<file path="src/rtl/filling_pkg.sv">
// filling_pkg: shared state encoding and BCD limit for the filling tank controller.
package filling_pkg;
    typedef enum logic [1:0] {
        ST_IDLE    = 2'd0,
        ST_FILLING = 2'd1,
        ST_FULL    = 2'd2,
        ST_FAULT   = 2'd3
    } state_e;
    localparam logic [3:0] BCD_MAX = 4'd9;
endpackage

</file>
<file path="src/rtl/bcd2_to_bin.sv">
// bcd2_to_bin: converts a two-digit BCD number to a 7-bit binary value.
// Ports: tens_i/units_i BCD digits in; value_o = 10*tens+units; valid_o = both digits <= 9.
module bcd2_to_bin
    import filling_pkg::*;
(
    input  logic [3:0] tens_i,
    input  logic [3:0] units_i,
    output logic [6:0] value_o,
    output logic       valid_o
);
    logic [7:0] sum;
    // Invalid digits still produce a (meaningless) truncated value; valid_o flags them.
    assign sum     = 8'(tens_i) * 8'd10 + 8'(units_i);
    assign value_o = sum[6:0];
    assign valid_o = (tens_i <= BCD_MAX) && (units_i <= BCD_MAX);
endmodule

</file>
<file path="src/rtl/filling_tank_controller.sv">
// filling_tank_controller: fills a tank to a BCD setpoint with hysteresis, stall watchdog and fault latch.
// Ports: clk/reset (sync, active-high); level_* and setpoint_* BCD digits; start/stop/clear_fault
// requests; valve_open/full/fault Moore outputs; state = IDLE 0, FILLING 1, FULL 2, FAULT 3.
module filling_tank_controller
    import filling_pkg::*;
#(
    parameter int WD_CYCLES = 1000,
    parameter int HYST      = 5
) (
    input  logic       clk,
    input  logic       reset,
    input  logic [3:0] level_units,
    input  logic [3:0] level_tens,
    input  logic [3:0] setpoint_units,
    input  logic [3:0] setpoint_tens,
    input  logic       start,
    input  logic       stop,
    input  logic       clear_fault,
    output logic       valve_open,
    output logic       full,
    output logic       fault,
    output logic [1:0] state
);
    localparam int WD_W = $clog2(WD_CYCLES) + 1;
    localparam logic [WD_W-1:0] WD_LAST = WD_W'(WD_CYCLES - 1);

    logic [6:0]      level, setpoint, prev_q;
    logic            level_ok, setpoint_ok, ok;
    logic            above, low, stalled, wd_exp;
    logic [WD_W-1:0] wd_q, wd_d, wd_inc;
    state_e          state_q, state_d;
    logic            valve_q, full_q, fault_q;

    bcd2_to_bin u_level (
        .tens_i  (level_tens),
        .units_i (level_units),
        .value_o (level),
        .valid_o (level_ok)
    );

    bcd2_to_bin u_setpoint (
        .tens_i  (setpoint_tens),
        .units_i (setpoint_units),
        .value_o (setpoint),
        .valid_o (setpoint_ok)
    );

    assign ok      = level_ok && setpoint_ok;
    assign above   = level >= setpoint;
    // Refill only once the level has sagged more than HYST below target.
    assign low     = ({1'b0, level} + 8'(HYST)) < {1'b0, setpoint};
    assign stalled = level == prev_q;
    assign wd_inc  = wd_q + WD_W'(1);
    assign wd_exp  = stalled && (wd_inc == WD_LAST);

    // Ternary chains encode the priority: invalid BCD > stop > at target > watchdog > start.
    always_comb begin
        state_d = state_q;
        case (state_q)
            ST_IDLE:    state_d = !ok ? ST_FAULT : stop ? ST_IDLE :
                                  start ? (above ? ST_FULL : ST_FILLING) : ST_IDLE;
            ST_FILLING: state_d = !ok ? ST_FAULT : stop ? ST_IDLE : above ? ST_FULL :
                                  wd_exp ? ST_FAULT : ST_FILLING;
            ST_FULL:    state_d = !ok ? ST_FAULT : stop ? ST_IDLE : low ? ST_FILLING : ST_FULL;
            default:    state_d = (ok && clear_fault) ? ST_IDLE : ST_FAULT;
        endcase
        // Counter only runs while staying in FILLING with a frozen level; entry clears it.
        wd_d = (state_q == ST_FILLING && state_d == ST_FILLING && stalled) ? wd_inc : '0;
    end

    always_ff @(posedge clk) begin
        if (reset) begin
            state_q <= ST_IDLE;
            wd_q    <= '0;
            prev_q  <= '0;
            valve_q <= 1'b0;
            full_q  <= 1'b0;
            fault_q <= 1'b0;
        end else begin
            state_q <= state_d;
            wd_q    <= wd_d;
            prev_q  <= level;
            valve_q <= state_d == ST_FILLING;
            full_q  <= state_d == ST_FULL;
            fault_q <= state_d == ST_FAULT;
        end
    end

    assign valve_open = valve_q;
    assign full       = full_q;
    assign fault      = fault_q;
    assign state      = state_q;
endmodule

</file>
<file path="config.mk">
export PLATFORM = sky130hd
export DESIGN_NAME = filling_tank_controller
export DESIGN_NICKNAME = d
export VERILOG_FILES = /design/src/rtl/filling_pkg.sv /design/src/rtl/bcd2_to_bin.sv /design/src/rtl/filling_tank_controller.sv
export SDC_FILE = /design/constraint.sdc
export NUM_CORES = 1
export LEC_CHECK = 0
export ABC_AREA = 0
export CAP_MARGIN = 10
export CORE_MARGIN = 5
export CORE_UTILIZATION = 50
export DETAILED_ROUTE_END_ITERATION = 6
export PLACE_DENSITY = 0.78
export SETUP_SLACK_MARGIN = 0.15
export SYNTH_ARGS = -nofsm -noshare
export SYNTH_HDL_FRONTEND = slang
export SYNTH_SLANG_ARGS = --single-unit
</file>
<file path="constraint.sdc">
create_clock -name clk -period 5.1 [get_ports clk]
set_clock_uncertainty 0.05 [all_clocks]
set_input_delay 1.02 -clock clk [delete_from_list [all_inputs] [get_ports clk]]
set_output_delay 1.02 -clock clk [all_outputs]
set_load 0.05 [all_outputs]
</file>
==> impl_metrics.csv, run 1 <==
group,metric,value,unit
detailed_routing,remaining_drc_errors,0,
global_route,grt-ovfl-total,0,
floorplan,die_h,76.1,um
placement,dpl_cell_area,0.00257,sq mm
job,maxCapViolCount,0,
detailed_routing,first_pass_iters,4,
timing,drv_slew,0,
detailed_routing,drt-total-wl,4.48,mm
critical_path,end_kind,"register",
critical_path,cp_max_fo,8,
detailed_routing,vias_per_cell,5.45,
yosys,synth_cells,245,
clocking,cts-buffers-inserted,3,
clocking,cts_tree,"yes",
yosys,mappedNetlistNets,300,
clocking,cts_resized,0,
yosys,ys_types,49,
final_layout,area.growth.synth_to_final,20.5,%
hold_path,hold_path_class,"register to register",
detailed_routing,routedWlPerCell,13.5,um
final_layout,drive_above_1_share,13.6,%
placement,port_buffers,25,
pwr,p_per_area,253,mW/mm^2
clocking,cts_max_level,1,
final_layout,final_nets,336,
floorplan,rows,24,
global_route,first_global_vias,1852,
global_route,grt_pass1_wl,7.85,mm
clocking,cts_hold_buffers,0,
timing,setup_violations,0,
placement,gp_congestion,0.791,
yosys,async_flop_share,0,%
outcome,status,"finished, final reports clean",
detailed_routing,ant_nets,0,
timing,hold_violations,0,
timing,post-route-period-util,92.0,%
floorplan,die_w,76.1,um
yosys,ys_seq_elements,23,
clocking,root_buffer,"clkbuf_8",
critical_path,cp.required,5.24,ns
clocking,clk_latency,0.27,ns
clocking,post_cts_buffers,0,
critical_path,start_kind,"primary input",
yosys,ys_warn_count,0,
floorplan,die_area,0.00579,sq mm
yosys,syn_avg_cell_area,8.91,sq um
global_route,grt_max_degree,14,
yosys,synth_edf_count,0,
timing,slew_headroom,66.5,%
clocking,clkTransAtPathRegs,0.08,ns
global_route,grtUsageTotal,16.0,%
timing,max_freq,0.213,GHz
clocking,cts_sinks,23,
placement,dp_hpwl,3.63,mm
yosys,synthFlopType,"dfxtp_1",
timing,worst_slew_pin_slew,0.501,ns
critical_path,path_class,"primary input to register",
pwr,p_leak,1.04,nW
timing,fin_setup_tns,0,ns
clocking,cts_max_path_buffers,2,
yosys,ys_seq_area_share,21.1,%
floorplan,start_util,50.8,%
timing,rsz0062_at_grt,"false",
yosys,syn_area,0.00218,sq mm
floorplan,pin_count,26,
global_route,antenna_found_initial,0,
timing,timing.hold.ws,0.538,ns
final_layout,fin_area,0.00263,sq mm
pwr,fin_total_pwr,665,uW
pwr,irDropWorstVdd,0.000141,V
final_layout,num_antenna_cells,0,
critical_path,arrival,4.83,ns
detailed_routing,vias,1809,
timing,period_minus_slack,4.69,ns
floorplan,coreArea,0.00429,sq mm
detailed_routing,drt-initial-drc-count,80,
[final cells by class]
| class | count | area [sq um] |
|---|---|---|
| multi-input cells | 197 | 1630 |
| well taps | 52 | 65.1 |
| inverters | 17 | 63.8 |
| clock buffers | 3 | 41.3 |
| clock inverters | 1 | 5.00 |
| repair buffers | 39 | 368 |
| fillers | 375 | 1660 |
| flip-flops and latches | 23 | 460 |
[path summary, 6_finish.rpt]
check | startpoint | depth (start not counted) | end | slack, ns
setup / recovery | level_tens[1] | 17 | wd_q[4]$_SDFF_PP0_ | 0.41
hold reg to reg | wd_q[0]$_SDFF_PP0_ | 3 | wd_q[0]$_SDFF_PP0_ | 0.54
setup reg to reg | wd_q[1]$_SDFF_PP0_ | 7 | fault$_SDFF_PP0_ | 2.78
hold / removal | wd_q[0]$_SDFF_PP0_ | 3 | wd_q[0]$_SDFF_PP0_ | 0.54
[cells by family (layout without fill, tap and decap cells)]
logic type               after synthesis  count (layout)  share of synthesized area [%]
AO/OA/AOI/OAI                         50              50                           19.4
XOR/XNOR                              31              31                           13.5
adder cells (fa/ha/maj)               34              34                           20.9
buffers and inverters                 25              60                           5.10
flip-flops                            23              23                           21.1
AND/OR/NAND/NOR                       82              82                           20.1
[metal layers]
layer	GRT usage (%)	share of wire, %	vias to the layer above
met4	6.82	2.2	0
met2	27.5	47	30
met1	20.1	48	837
met5	0	0	-
li1	-	-	933
met3	1.54	2.6	9
[worst max-delay path, cell delays in order]
cell,delay [ns]
clkdlybuf4s50_1,0.43
ha_1,0.31
ha_1,0.19
inv_1,0.06
fa_1,0.43
and2b_1,0.26
a21boi_2,0.21
xnor2_1,0.19
xnor2_1,0.12
ha_1,0.33
nand3_1,0.11
a211oi_1,0.07
a2111oi_2,0.34
a32o_1,0.26
nand2_1,0.09
buf_4,0.19
a211oi_2,0.21
[where the power goes]
group	total [mW]	internal [mW]	switching [mW]
logic	0.357	0.171	0.186
registers	0.196	0.189	0.00678
clock network	0.113	0.0545	0.0580
total	0.665	0.414	0.251
[placed cells by master (no fill, tap or decap), types with 6 or more instances in the layout]
master           count
dfxtp_1             23
o21ai_0              6
nor2_1              14
a211oi_2            10
nand2_1             18
a21oi_1              8
ha_1                30
clkdlybuf4s50_1     25
nand2b_1             6
xor2_1              10
buf_4               13
nand3_1             10
xnor2_1             19
inv_1               17
nor2b_1             11
[per-stage QoR]
step | cells | setup slack (ns) | utilization (%)
global placement | 328 | 0.0419 | 59.8
finish | 332 | 0.410 | 61.2
floorplan | 245 | 0.510 | -
global route | 332 | 0.179 | 61.2
detailed placement | 328 | -0.0521 | 59.8
CTS | 332 | 0.196 | 60.9
[cells in the mapped netlist (4+ instances only)]
master    instances  share of area, %
xnor2_1          19               7.6
a21oi_1           9               2.1
a211oi_2         10               5.7
nand3_1          10               2.3
dfxtp_1          23                21
o21ai_0           6               1.4
nor2b_1          11               3.2
nor2_1           14               2.4
ha_1             30                17
and3_1            5               1.4
nand2_1          18               3.1
nand3b_1          4               1.4
a211oi_1          4               1.4
a21o_1            5               1.7
inv_1            17               2.9
xor2_1           10               4.0
fa_1              4               3.7
nand2b_1          6               1.7
[sequential cells by signal, summed over array words and instances (netlist names)]
register and count:
valve_open 1, wd_q 11, prev_q 7, state 2, fault 1, full 1
Note: power is estimated with default switching activity, not from simulation.
==> inputs of run 2 (changes only) <==
Settings changed: CAP_MARGIN 10 to 5, SETUP_SLACK_MARGIN 0.15 to 0.05.
==> run 2 against run 1 <==
Net effect:
- hold slack is essentially flat
- register-to-register slack is essentially flat
- critical path depth is the same
- largest cell class unchanged
- clock power is essentially flat
- critical path type unchanged
- combinational power shrank 1%
- utilization shrank 0.15 points
- die area is the same
- sequential power is essentially flat
- final area shrank 0.24%
- sequential share of layout area is essentially flat
- clock-buffer cell count is the same
==> impl_metrics.csv, run 2 (synthesis gave the netlist of run 1 again) <==
group,metric,value,unit
outcome,status,"finished, final reports clean",
detailed_routing,remaining_drc_errors,0,
clocking,clkTransAtPathRegs,0.08,ns
global_route,grt_pass1_wl,7.85,mm
final_layout,regMostFlops,"wd_q",
timing,timing.hold.ws,0.538,ns
clocking,cts_max_path_buffers,2,
hold_path,hold_path_class,"register to register",
final_layout,fin_area,0.00262,sq mm
placement,dp_hpwl,3.63,mm
global_route,grtUsageTotal,16.0,%
timing,hold_violations,0,
hold_path,min_to,"wd_q[0]$_SDFF_PP0_",
final_layout,final_util,61.1,%
placement,port_buffers,25,
floorplan,pin_count,26,
floorplan,die_w,76.1,um
clocking,cts_sinks,23,
final_layout,fillers,375,
detailed_routing,ant_nets,0,
final_layout,area.growth.synth_to_final,20.2,%
timing,period_minus_slack,4.78,ns
floorplan,die_area,0.00579,sq mm
timing,setup_violations,0,
hold_path,min_from,"wd_q[0]$_SDFF_PP0_",
placement,pre_cts_ws,-0.0521,ns
pwr,irDropWorstVdd,0.000132,V
pwr,p_leak,1.04,nW
hold_path,hold_path_depth,3,
critical_path,path_class,"primary input to register",
detailed_routing,drt-initial-drc-count,84,
critical_path,arrival,4.92,ns
detailed_routing,routedWlPerCell,13.5,um
clocking,cts_hold_buffers,0,
timing,drv_slew,0,
final_layout,layout_common_cells,"30 x ha_1, 25 x clkdlybuf4s50_1, 23 x dfxtp_1",
final_layout,final_cells,332,
clocking,root_buffer,"clkbuf_8",
floorplan,die_h,76.1,um
detailed_routing,vias_per_cell,5.48,
placement,dpl.cell_count,328,
final_layout,register_area,460,sq um
job,maxCapViolCount,0,
global_route,grt-ovfl-total,0,
critical_path,r2r_end,"fault$_SDFF_PP0_",
detailed_routing,drt-total-wl,4.47,mm
floorplan,start_util,50.8,%
timing,slew_headroom,66.5,%
critical_path,cp.required,5.24,ns
final_layout,final_common_cell,"ha_1",
timing,max_freq,0.209,GHz
placement,gp_congestion,0.791,
floorplan,rows,24,
timing,setup_ws,0.322,ns
global_route,antenna_found_initial,0,
critical_path,start_kind,"primary input",
final_layout,num_antenna_cells,0,
final_layout,largest_reg_flops,11,
critical_path,end_kind,"register",
global_route,first_global_vias,1852,
clocking,cts-buffers-inserted,3,
timing,rsz0062_at_grt,"false",
clocking,cts_max_level,1,
final_layout,drive_above_1_share,12.9,%
timing,worst_slew_pin_slew,0.501,ns
global_route,grt_max_degree,14,
floorplan,coreArea,0.00429,sq mm
placement,dpl_cell_area,0.00257,sq mm
timing,post-route-period-util,93.7,%
critical_path,reg2reg_slack,2.78,ns
detailed_routing,vias,1818,
pwr,p_per_area,252,mW/mm^2
final_layout,final_nets,336,
critical_path,timing.rr.start,"wd_q[1]$_SDFF_PP0_",
detailed_routing,first_pass_iters,4,
clocking,clk_latency,0.27,ns
critical_path,cp_max_fo,8,
pwr,fin_total_pwr,662,uW
critical_path,reg2regPathDepth,7,
clocking,cts_tree,"yes",
final_layout,multi_input_area,0.00162,sq mm
timing,fin_setup_tns,0,ns
-- run 2: cell count changes in the layout (fill, tap and decap cells not counted) --
cell / delta
and2_1: +1
and2_4: -1
a21oi_2: -1
a21oi_1: +1
-- run 2: repair_timing --
action                                  4_1_cts  5_1_grt
endpoints found under the setup margin        0       11
setup buffers                                 0        0
resized for setup                             0        2
-- run 2: worst max-delay path by stage --
stage	endpoint	slack, ns	from
2_1_floorplan	wd_q[10]$_SDFF_PP0_	0.51	level_tens[1]
3_3_place_gp	wd_q[7]$_SDFF_PP0_	0.04	level_tens[1]
3_5_place_dp	wd_q[4]$_SDFF_PP0_	-0.05	level_tens[1]
4_1_cts	wd_q[4]$_SDFF_PP0_	0.20	level_tens[1]
5_1_grt	wd_q[7]$_SDFF_PP0_	0.05	level_tens[0]
6_report	wd_q[4]$_SDFF_PP0_	0.32	level_tens[1]
-- run 2: power breakdown --
group | total [mW] | switching (mW) | internal, mW
Combinational | 0.353 | 0.186 | 0.167
Clock | 0.113 | 0.0581 | 0.0546
Sequential | 0.196 | 0.00678 | 0.189
-- run 2: critical path, stage by stage --
cell	delay, ns
clkdlybuf4s50_1	0.43
ha_1	0.31
ha_1	0.19
inv_1	0.06
fa_1	0.43
and2b_1	0.26
a21boi_2	0.21
xnor2_1	0.19
xnor2_1	0.12
ha_1	0.33
nand3_1	0.11
nor2_1	0.06
a2111oi_2	0.38
nand3b_1	0.15
and2_1	0.26
buf_12	0.17
a211oi_2	0.22
-- run 2: final cells by class --
class	instances	area share, %
repair buffers	39	14.0
clock inverters	1	0.191
clock buffers	3	1.57
flip-flops and latches	23	17.5
multi-input cells	197	61.8
inverters	17	2.43
well taps	52	2.48
-- run 2: layer usage --
metal  track usage (%)  wire length (um)  up-vias
li1                  -                 -      933
met1              20.1              2080      840
met2              27.5              2130       36
met3              1.54               159        9
met4              6.82                97        0
met5                 0                 0        -
